<file path="config.mk">
export PLATFORM = sky130hd
export DESIGN_NAME = sdram_line_cache_dm_flat
export DESIGN_NICKNAME = d
export VERILOG_FILES = /design/src/rtl/sdram_line_cache_dm_if.sv /design/src/rtl/sdram_line_cache_dm.sv /design/src/flat_wrapper.sv
export SDC_FILE = /design/constraint.sdc
export NUM_CORES = 2
export LEC_CHECK = 0
export BUFFER_PORTS_ARGS = -buffer_cell sky130_fd_sc_hd__buf_2
export CAP_MARGIN = 25
export CORE_MARGIN = 5
export CORE_UTILIZATION = 63
export CTS_CLUSTER_SIZE = 8
export DETAILED_ROUTE_END_ITERATION = 6
export HOLD_SLACK_MARGIN = 0.12
export PLACE_DENSITY = 0.79
export SYNTH_ARGS = -nofsm -noshare
export SYNTH_HDL_FRONTEND = slang
export SYNTH_MEMORY_MAX_BITS = 65536
export SYNTH_SLANG_ARGS = --single-unit
export TNS_END_PERCENT = 30
</file>
<file path="constraint.sdc">
create_clock -name clk -period 3.4 [get_ports clk]
set_input_delay 0.68 -clock clk [delete_from_list [all_inputs] [get_ports clk]]
set_output_delay 0.68 -clock clk [all_outputs]
set_load 0.03 [all_outputs]
</file>
<file path="src/rtl/sdram_line_cache_dm_if.sv">
`default_nettype none
// ============================================================================
// Module   : sdram_line_cache_dm_if
// Purpose  : Core read port and SDRAM burst-read channel of the direct-mapped
//            line cache, bundled as one interface.
// Revision : 1.0 - initial release
// ============================================================================
interface sdram_line_cache_dm_if #(
   parameter int ADDR_W = 25,
   parameter int DATA_W = 16
);
   // core read port
   logic              core_rd;
   logic [ADDR_W-1:0] core_addr;
   logic [DATA_W-1:0] core_dout;
   logic              core_ack;
   logic              core_busy;
   logic              flush;
   // SDRAM burst-read channel
   logic              sdram_req;
   logic [ADDR_W-1:0] sdram_addr;
   logic              sdram_ack;
   logic              sdram_valid;
   logic [DATA_W-1:0] sdram_dout;

   // environment side: the core and the SDRAM controller
   modport master (
      output core_rd, core_addr, flush, sdram_ack, sdram_valid, sdram_dout,
      input  core_dout, core_ack, core_busy, sdram_req, sdram_addr
   );

   // cache side
   modport slave (
      input  core_rd, core_addr, flush, sdram_ack, sdram_valid, sdram_dout,
      output core_dout, core_ack, core_busy, sdram_req, sdram_addr
   );
endinterface
`default_nettype wire

</file>
<file path="src/rtl/sdram_line_cache_dm.sv">
`default_nettype none
// ============================================================================
// Module   : sdram_line_cache_dm
// Purpose  : Direct-mapped, read-only, multi-line cache between a core read
//            port and an SDRAM burst-read channel, with flush.
// Revision : 1.0 - initial release
// ============================================================================
module sdram_line_cache_dm #(
   parameter int ADDR_W     = 25,
   parameter int DATA_W     = 16,
   parameter int LINE_WORDS = 64,
   parameter int NUM_LINES  = 4
) (
   input  logic                   clk,
   input  logic                   rst_n,
   sdram_line_cache_dm_if.slave   bus
);

   localparam int c_OFF_W  = $clog2(LINE_WORDS);
   localparam int c_IDX_W  = (NUM_LINES > 1) ? $clog2(NUM_LINES) : 0;
   localparam int c_IW     = (c_IDX_W > 0) ? c_IDX_W : 1;
   localparam int c_TAG_W  = ADDR_W - c_OFF_W - c_IDX_W;
   localparam int c_RAM_AW = c_OFF_W + c_IDX_W;
   localparam int c_DEPTH  = NUM_LINES * LINE_WORDS;
   localparam logic [c_OFF_W-1:0] c_LAST = c_OFF_W'(LINE_WORDS - 1);

   typedef enum logic [1:0] {
      ST_IDLE = 2'd0,
      ST_REQ  = 2'd1,
      ST_FILL = 2'd2,
      ST_RESP = 2'd3
   } state_t;

   state_t              r_state;
   logic [ADDR_W-1:0]   r_addr;        // latched miss address
   logic [NUM_LINES-1:0] r_valid;
   logic [c_TAG_W-1:0]  r_tag [NUM_LINES];
   logic [DATA_W-1:0]   r_ram [c_DEPTH];
   logic [DATA_W-1:0]   r_rdata;       // registered RAM read port (hit path)
   logic [DATA_W-1:0]   r_hold;        // requested word captured during a fill
   logic [c_OFF_W-1:0]  r_cnt;         // fill word counter
   logic                r_taint;       // a flush hit this fill; do not validate it
   logic                r_src_hit;     // current ack returns RAM data, not r_hold
   logic                r_ack;
   logic                r_busy;
   logic                r_req;
   logic [ADDR_W-1:0]   r_sdram_addr;

   logic [c_OFF_W-1:0]  w_in_off;
   logic [c_OFF_W-1:0]  w_lat_off;
   logic [c_TAG_W-1:0]  w_in_tag;
   logic [c_TAG_W-1:0]  w_lat_tag;
   logic [c_IW-1:0]     w_in_idx;
   logic [c_IW-1:0]     w_lat_idx;
   logic [c_RAM_AW-1:0] w_raddr;
   logic [c_RAM_AW-1:0] w_waddr;
   logic                w_hit;

   assign w_in_off  = bus.core_addr[c_OFF_W-1:0];
   assign w_lat_off = r_addr[c_OFF_W-1:0];
   assign w_in_tag  = bus.core_addr[ADDR_W-1:c_OFF_W+c_IDX_W];
   assign w_lat_tag = r_addr[ADDR_W-1:c_OFF_W+c_IDX_W];

   // A single-line cache has no index field; line 0 is used throughout.
   generate
      if (c_IDX_W > 0) begin : g_idx
         assign w_in_idx  = bus.core_addr[c_OFF_W+c_IDX_W-1:c_OFF_W];
         assign w_lat_idx = r_addr[c_OFF_W+c_IDX_W-1:c_OFF_W];
         assign w_raddr   = {w_in_idx, w_in_off};
         assign w_waddr   = {w_lat_idx, r_cnt};
      end else begin : g_no_idx
         assign w_in_idx  = 1'b0;
         assign w_lat_idx = 1'b0;
         assign w_raddr   = w_in_off;
         assign w_waddr   = r_cnt;
      end
   endgenerate

   // A concurrent flush forces the access to be treated as a miss.
   assign w_hit = bus.core_rd && !bus.flush && r_valid[w_in_idx] &&
                  (r_tag[w_in_idx] == w_in_tag);

   // Line storage: burst words written in FILL, registered read for hits
   always_ff @(posedge clk) begin
      if (r_state == ST_FILL && bus.sdram_valid) begin
         r_ram[w_waddr] <= bus.sdram_dout;
      end
      r_rdata <= r_ram[w_raddr];
   end

   // Tag array: the new tag is recorded when the controller accepts the burst
   always_ff @(posedge clk) begin
      if (r_state == ST_REQ && bus.sdram_ack) begin
         r_tag[w_lat_idx] <= w_lat_tag;
      end
   end

   // Cache control FSM with registered handshake outputs and valid bits
   always_ff @(posedge clk or negedge rst_n) begin
      if (!rst_n) begin
         r_state      <= ST_IDLE;
         r_addr       <= '0;
         r_valid      <= '0;
         r_cnt        <= '0;
         r_hold       <= '0;
         r_taint      <= 1'b0;
         r_src_hit    <= 1'b0;
         r_ack        <= 1'b0;
         r_busy       <= 1'b0;
         r_req        <= 1'b0;
         r_sdram_addr <= '0;
      end else begin
         r_ack <= 1'b0;
         // flush clears every line in any state; line-specific updates below
         // take precedence for the line being filled
         if (bus.flush) begin
            r_valid <= '0;
         end
         case (r_state)
            ST_IDLE: begin
               if (bus.core_rd) begin
                  r_addr <= bus.core_addr;
                  if (w_hit) begin
                     r_ack     <= 1'b1;
                     r_src_hit <= 1'b1;
                  end else begin
                     r_state      <= ST_REQ;
                     r_busy       <= 1'b1;
                     r_req        <= 1'b1;
                     r_sdram_addr <= {bus.core_addr[ADDR_W-1:c_OFF_W], {c_OFF_W{1'b0}}};
                     r_taint      <= 1'b0;
                  end
               end
            end
            ST_REQ: begin
               if (bus.flush) begin
                  r_taint <= 1'b1;
               end
               if (bus.sdram_ack) begin
                  r_state            <= ST_FILL;
                  r_req              <= 1'b0;
                  r_sdram_addr       <= '0;
                  r_valid[w_lat_idx] <= 1'b0;
                  r_cnt              <= '0;
               end
            end
            ST_FILL: begin
               if (bus.flush) begin
                  r_taint <= 1'b1;
               end
               if (bus.sdram_valid) begin
                  r_cnt <= r_cnt + 1'b1;
                  if (r_cnt == w_lat_off) begin
                     r_hold <= bus.sdram_dout;
                  end
                  if (r_cnt == c_LAST) begin
                     r_state <= ST_RESP;
                     if (!r_taint && !bus.flush) begin
                        r_valid[w_lat_idx] <= 1'b1;
                     end
                  end
               end
            end
            ST_RESP: begin
               r_state   <= ST_IDLE;
               r_ack     <= 1'b1;
               r_busy    <= 1'b0;
               r_src_hit <= 1'b0;
            end
            default: begin
               r_state <= ST_IDLE;
            end
         endcase
      end
   end

   assign bus.core_ack   = r_ack;
   assign bus.core_busy  = r_busy;
   assign bus.sdram_req  = r_req;
   assign bus.sdram_addr = r_sdram_addr;
   assign bus.core_dout  = r_ack ? (r_src_hit ? r_rdata : r_hold) : '0;

endmodule
`default_nettype wire

</file>
<file path="src/flat_wrapper.sv">
// flat-port wrapper written by rule: the top's interface ports become plain ports
module sdram_line_cache_dm_flat 
#(
   parameter int ADDR_W     = 25,
   parameter int DATA_W     = 16,
   parameter int LINE_WORDS = 64,
   parameter int NUM_LINES  = 4
)
  (clk, rst_n, bus_core_rd, bus_core_addr, bus_flush, bus_sdram_ack, bus_sdram_valid, bus_sdram_dout, bus_core_dout, bus_core_ack, bus_core_busy, bus_sdram_req, bus_sdram_addr);
  sdram_line_cache_dm_if #(.ADDR_W(ADDR_W), .DATA_W(DATA_W)) bus_i ();
  input  logic clk;
  input  logic rst_n;
  input wire logic [$bits(bus_i.core_rd)-1:0] bus_core_rd;
  input wire logic [$bits(bus_i.core_addr)-1:0] bus_core_addr;
  input wire logic [$bits(bus_i.flush)-1:0] bus_flush;
  input wire logic [$bits(bus_i.sdram_ack)-1:0] bus_sdram_ack;
  input wire logic [$bits(bus_i.sdram_valid)-1:0] bus_sdram_valid;
  input wire logic [$bits(bus_i.sdram_dout)-1:0] bus_sdram_dout;
  output wire logic [$bits(bus_i.core_dout)-1:0] bus_core_dout;
  output wire logic [$bits(bus_i.core_ack)-1:0] bus_core_ack;
  output wire logic [$bits(bus_i.core_busy)-1:0] bus_core_busy;
  output wire logic [$bits(bus_i.sdram_req)-1:0] bus_sdram_req;
  output wire logic [$bits(bus_i.sdram_addr)-1:0] bus_sdram_addr;
  assign bus_i.core_rd = bus_core_rd;
  assign bus_i.core_addr = bus_core_addr;
  assign bus_i.flush = bus_flush;
  assign bus_i.sdram_ack = bus_sdram_ack;
  assign bus_i.sdram_valid = bus_sdram_valid;
  assign bus_i.sdram_dout = bus_sdram_dout;
  assign bus_core_dout = bus_i.core_dout;
  assign bus_core_ack = bus_i.core_ack;
  assign bus_core_busy = bus_i.core_busy;
  assign bus_sdram_req = bus_i.sdram_req;
  assign bus_sdram_addr = bus_i.sdram_addr;
  sdram_line_cache_dm #(.ADDR_W(ADDR_W), .DATA_W(DATA_W), .LINE_WORDS(LINE_WORDS), .NUM_LINES(NUM_LINES)) u_core (.clk(clk), .rst_n(rst_n), .bus(bus_i));
endmodule
</file>
== After elaboration in Yosys (flattened, before gate mapping) ==
Memories as Yosys holds them, arrays and structs flattened. A register that Yosys moved wholly into a read port is not among the register bits.
Index checks and enable logic that the tools add are counted.

* Bits in registers: 83
* Latch bits: 0
* Memories: 2
* Word-level logic and storage cells: 100
* RAM bits: 4164
* Input port bits: 47
* ROM bits: 0
* Output and inout bits: 44

{| class="wikitable"
|+ Memories
! name !! words !! width !! read ports !! clocked after memory_dff !! write ports !! line !! RTL
|-
| u_core.r_ram || 256 || 16 || 1 || 1 || 1 || sdram_line_cache_dm.sv:38 || <nowiki>logic [DATA_W-1:0] r_ram [c_DEPTH];</nowiki>
|-
| u_core.r_tag || 4 || 17 || 1 || 0 || 1 || sdram_line_cache_dm.sv:37 || <nowiki>logic [c_TAG_W-1:0] r_tag [NUM_LINES];</nowiki>
|}

* Shifts and indexed selects: 0
* Div/mod/pow operators: 0
* $add $sub $neg: 1
* Order comparisons: 3
* Bitwise logic cells: 3
* Equal/unequal tests: 13
* $mul: 0
* Muxes and demuxes: 44
* Reduce and logical (&&, ||, !) cells: 23

{| class="wikitable"
|+ Operator list
! cell !! number
|-
| 2-to-1 mux 25 bit || 3
|-
| one-hot mux 25 bit (2 select lines) || 1
|-
| 2-to-1 mux 16 bit || 2
|-
| 2-to-1 mux 4 bit || 5
|-
| equality test 17 bit || 1
|-
| 2-to-1 mux 1 bit || 16
|-
| 2-to-1 mux 6 bit || 2
|-
| one-hot mux 6 bit (2 select lines) || 1
|-
| AND reduction 3 bit || 4
|-
| 2-to-1 mux 2 bit || 5
|-
| != test 2 bit (second input constant) || 5
|-
| one-hot mux 1 bit (2 select lines) || 5
|-
| one-hot mux 2 bit (4 select lines) || 1
|-
| one-hot mux 4 bit (2 select lines) || 1
|-
| AND reduction 4 bit || 2
|-
| nonzero test 2 bit || 4
|-
| logical AND 1 bit || 7
|-
| adder 6 x 1 -> 6 bit (second input constant) || 1
|-
| equality test 6 bit || 1
|-
| equality test 6 bit (second input constant) || 1
|-
| < comparator 2 x 3 -> 1 bit (second input constant) || 2
|-
| AND reduction 5 bit || 1
|-
| bitwise AND 4 bit || 1
|-
| equality test 2 bit (second input constant) || 2
|-
| other kinds (11) || 13
|}

== Depth between registers and ports, before layout ==
* Depth after elaboration: 9
* Gate-level depth with buffers: 12
* Depth with buffers taken out: 8

== Worst setup path after synthesis ==
Ideal clock, no wire load.

* Path kind: input to register
* From: in bus_core_addr[0]
* To: reg u_core.r_rdata[12], read port of u_core.r_ram
* Path slack: 0.530 ns
* Library setup time: 0.124 ns
* Path buffers: 3
* Arrival time: 2.746 ns
* Required time: 3.276 ns
* Cell stages on the path: 9
* Path through: buf_4 buf_4 buf_2 mux4_2 mux4_2 mux2i_1 o21ai_1 o31ai_1 a21oi_1

{| class="wikitable"
|+ RTL lines
! item !! line !! RTL
|-
| from (decl) || flat_wrapper.sv:14 || <nowiki>input wire logic [$bits(bus_i.core_addr)-1:0] bus_core_addr;</nowiki>
|-
| to (decl) || sdram_line_cache_dm.sv:39 || <nowiki>logic [DATA_W-1:0] r_rdata;</nowiki>
|}

==> results.md <==
* Status: complete, no violations
* Die Y at 520 um
* Final WL at 481000 um
* Worst rel slew slack at 0.120
* Final layout net count at 8249
* Chip Width at 520 um
* Hold WC Path Type: primary input to flip-flop
* Detailed Route Iter0 Violations at 15600
* Clock-pin slew on the worst setup and hold paths at 0.05 ns
* Worst Hold Endpoint: u_core.r_ram[157][9]$_DFFE_PP_
* DR vias/cell at 7.47
* Core ar. at 259000 um^2
* Final core utilization at 0.738
* TritonCTS Sinks at 4257
* First-pass GRT wire length at 677000 um
* P_leak at 0.0627 uW
* Synth top cells by count: edfxtp_1, mux4_2, mux2i_1
* Clk buf depth at 4
* Power density cells at 634 nW/um^2
* RSZ-0062 raised after global routing: no
* Ratio of cells with drive above 1 in the final layout at 0.335
* Hold Fails Final Rpt at 0
* Peak Freq at 305 MHz
* Worst skew pair latency at 0.96 ns
* CP Class: primary input to flip-flop
* Num rows at 187
* RR Startpoint: u_core.r_cnt[1]$_DFFE_PN0P_
* Register bit total from synthesis at 4257
* Drt pass-1 iters at 7
* CTS tree: yes
* Detailed-placement wirelength estimate at 252000 um
* Max-slew violations at 0
* R2R cell count at 8
* Largest net degree at the start of global routing at 148
* Post-synthesis sequential area ratio at 0.777
* Final worst path period need at 3.28 ns
* Post-Syn Area at 164000 um^2
* CP max FO at 20
* Largest cells by area after synthesis: edfxtp_1, mux4_2, mux2i_1
* Hold Crit Start: bus_sdram_dout[9]
* Starting Density at 0.632
* Placer congestion estimate at 0.907
* DRC at 0
* Max-cap violations at 0
* Crit path DAT at 4.18 ns
* Clock Skew at 0.0638 ns
* Total track usage at 0.356
* CP Launch Type: primary input
* Area of placed instances at 175000 um^2
* Post-synth top area cell: edfxtp_1
* Vias at 87800
* CTS Buf Count at 606
* Ys async rst share at 0.0181
* GR Overflow Total at 0
* Final cycle utilization of the critical path at 0.966
* Post-Synthesis Cells at 7017
* Top-count cell post-synth: edfxtp_1
* Setup slack, reg-to-reg at 0.32 ns
* Final setup fails at 0
* DR WL/cell at 40.9 um
* Initial antenna violation count at 26
* Synth top area share at 0.764
* Clk root buf: clkbuf_16
* H-tree depth at 6
* Remaining antenna violation count at 0
* R2r endpoint: u_core.r_ram[12][0]$_DFFE_PP_
* Vias in the first global route at 90200
* Avg Cell Area, Syn at 23.3 um^2
* Post_cts resized at 0
* Number of synthesis warnings at 0
* Final instance area at 191000 um^2
* Worst EP required at 4.29 ns
* Ports at 91
* EDFF count, synth at 4164
* PnR Total Power at 121000 uW
* Postcts setup bufs at 0
* Full die area at 270000 um^2
* Number of distinct library cells after synthesis at 63
* Hold Path Depth at 1
* PortBufs at 84
* Area Growth Syn to Fin at 16.9%
* Worst slew pin tran at 1.32 ns
* CP Capture Type: flip-flop
* Synth Flop Type: edfxtp_1
* Maximum vdd drop at 661 uV
[area by class of cell]
type | count | area, um^2
Sequential cell | 4257 | 127000
Fill cell | 12600 | 67800
Multi-Input combinational cell | 2357 | 34400
Clock buffer | 705 | 15800
Timing Repair Buffer | 955 | 8870
Tap cell | 3402 | 4260
Clock inverter | 46 | 733
Inverter | 17 | 63.8
Antenna cell | 21 | 52.6
[through the flow]
step	std cells	hold slack, ns	TNS [ns]	setup slack (ns)
final	11800	0.233	0	0.116
after global routing	11700	0.210	0	0.159
after CTS	11700	0.206	0	0.179
after detailed placement	11000	0.489	-2.02	-0.347
after global placement	11000	0.478	-2.69	-0.729
after floorplan	7022	0.384	0	0.530
[cells in the final DEF (no fill, tap or decap), types with 40 or more instances in the layout]
cell type,count
clkbuf_16,617
nand2_1,40
mux4_2,1131
clkbuf_1,88
dfrtp_1,77
buf_4,720
buf_12,129
buf_2,61
mux2i_1,356
edfxtp_1,4164
nor2_1,282
a22oi_1,126
[layer usage]
layer  global-route usage  wire, um  vias to the layer above
met1                0.441    150000                    45200
met3                0.105     62000                     1870
li1                     -         -                    32100
met5              0.00246       177                        -
met2                0.557    231000                     8671
met4                0.227     38000                       14
[power breakdown]
part           internal, uW  switching, uW
Clock                 32400          22100
Sequential            58400            593
Combinational          2890           4960
Total                 93700          27600
[logic make-up (layout without fill, tap and decap cells)]
family | Yosys count | after routing | synth area share
XOR/XNOR | 30 | 30 | 0.00165
other | 1 | 27 | 0.0000229
adder cells (fa/ha/maj) | 8 | 8 | 0.000611
buffers and inverters | 408 | 1723 | 0.0130
flip-flops | 4257 | 4257 | 0.777
AND/OR/NAND/NOR | 480 | 480 | 0.0134
AO/OA/AOI/OAI | 306 | 306 | 0.0137
multiplexers | 1527 | 1527 | 0.180
[sequential cells by signal (all words and copies together), names as in the netlist]
| register | count |
|---|---|
| u_core.r_ram | 4096 |
| u_core.r_tag | 68 |
| u_core.r_addr | 25 |
| u_core.bus.sdram_addr | 19 |
| u_core.r_hold | 16 |
| u_core.r_rdata | 16 |
| u_core.r_cnt | 6 |
| u_core.r_valid | 4 |
| u_core.r_state | 2 |
| u_core.bus.core_ack | 1 |
| u_core.bus.core_busy | 1 |
| u_core.bus.sdram_req | 1 |
| u_core.r_src_hit | 1 |
| u_core.r_taint | 1 |
[critical path, stage by stage]
cell	delay, ns
buf_12	0.17
buf_12	0.28
buf_12	0.22
buf_4	0.20
mux4_2	0.25
mux2i_1	0.12
a22oi_1	0.98
nand4_1	0.62
a211o_1	0.43
a21oi_1	0.13
[repair_timing]
action	CTS	global route
hold buffers	22	1
endpoints found under the hold margin	133	5
setup endpoints to repair	0	0
[worst max path at each step]
stage,endpoint,cells after the start,startpoint
2_1_floorplan,u_core.r_rdata[12]$_DFF_P_,9,bus_core_addr[0]
3_3_place_gp,u_core.r_rdata[5]$_DFF_P_,7,bus_core_addr[0]
3_5_place_dp,u_core.r_rdata[13]$_DFF_P_,11,bus_core_addr[0]
4_1_cts,bus_core_dout[9],4,u_core.r_src_hit$_DFFE_PN0P_
5_1_grt,u_core.r_rdata[9]$_DFF_P_,10,bus_core_addr[0]
6_report,u_core.r_rdata[9]$_DFF_P_,10,bus_core_addr[0]
No activity file was read; power rests on OpenSTA's default activity.
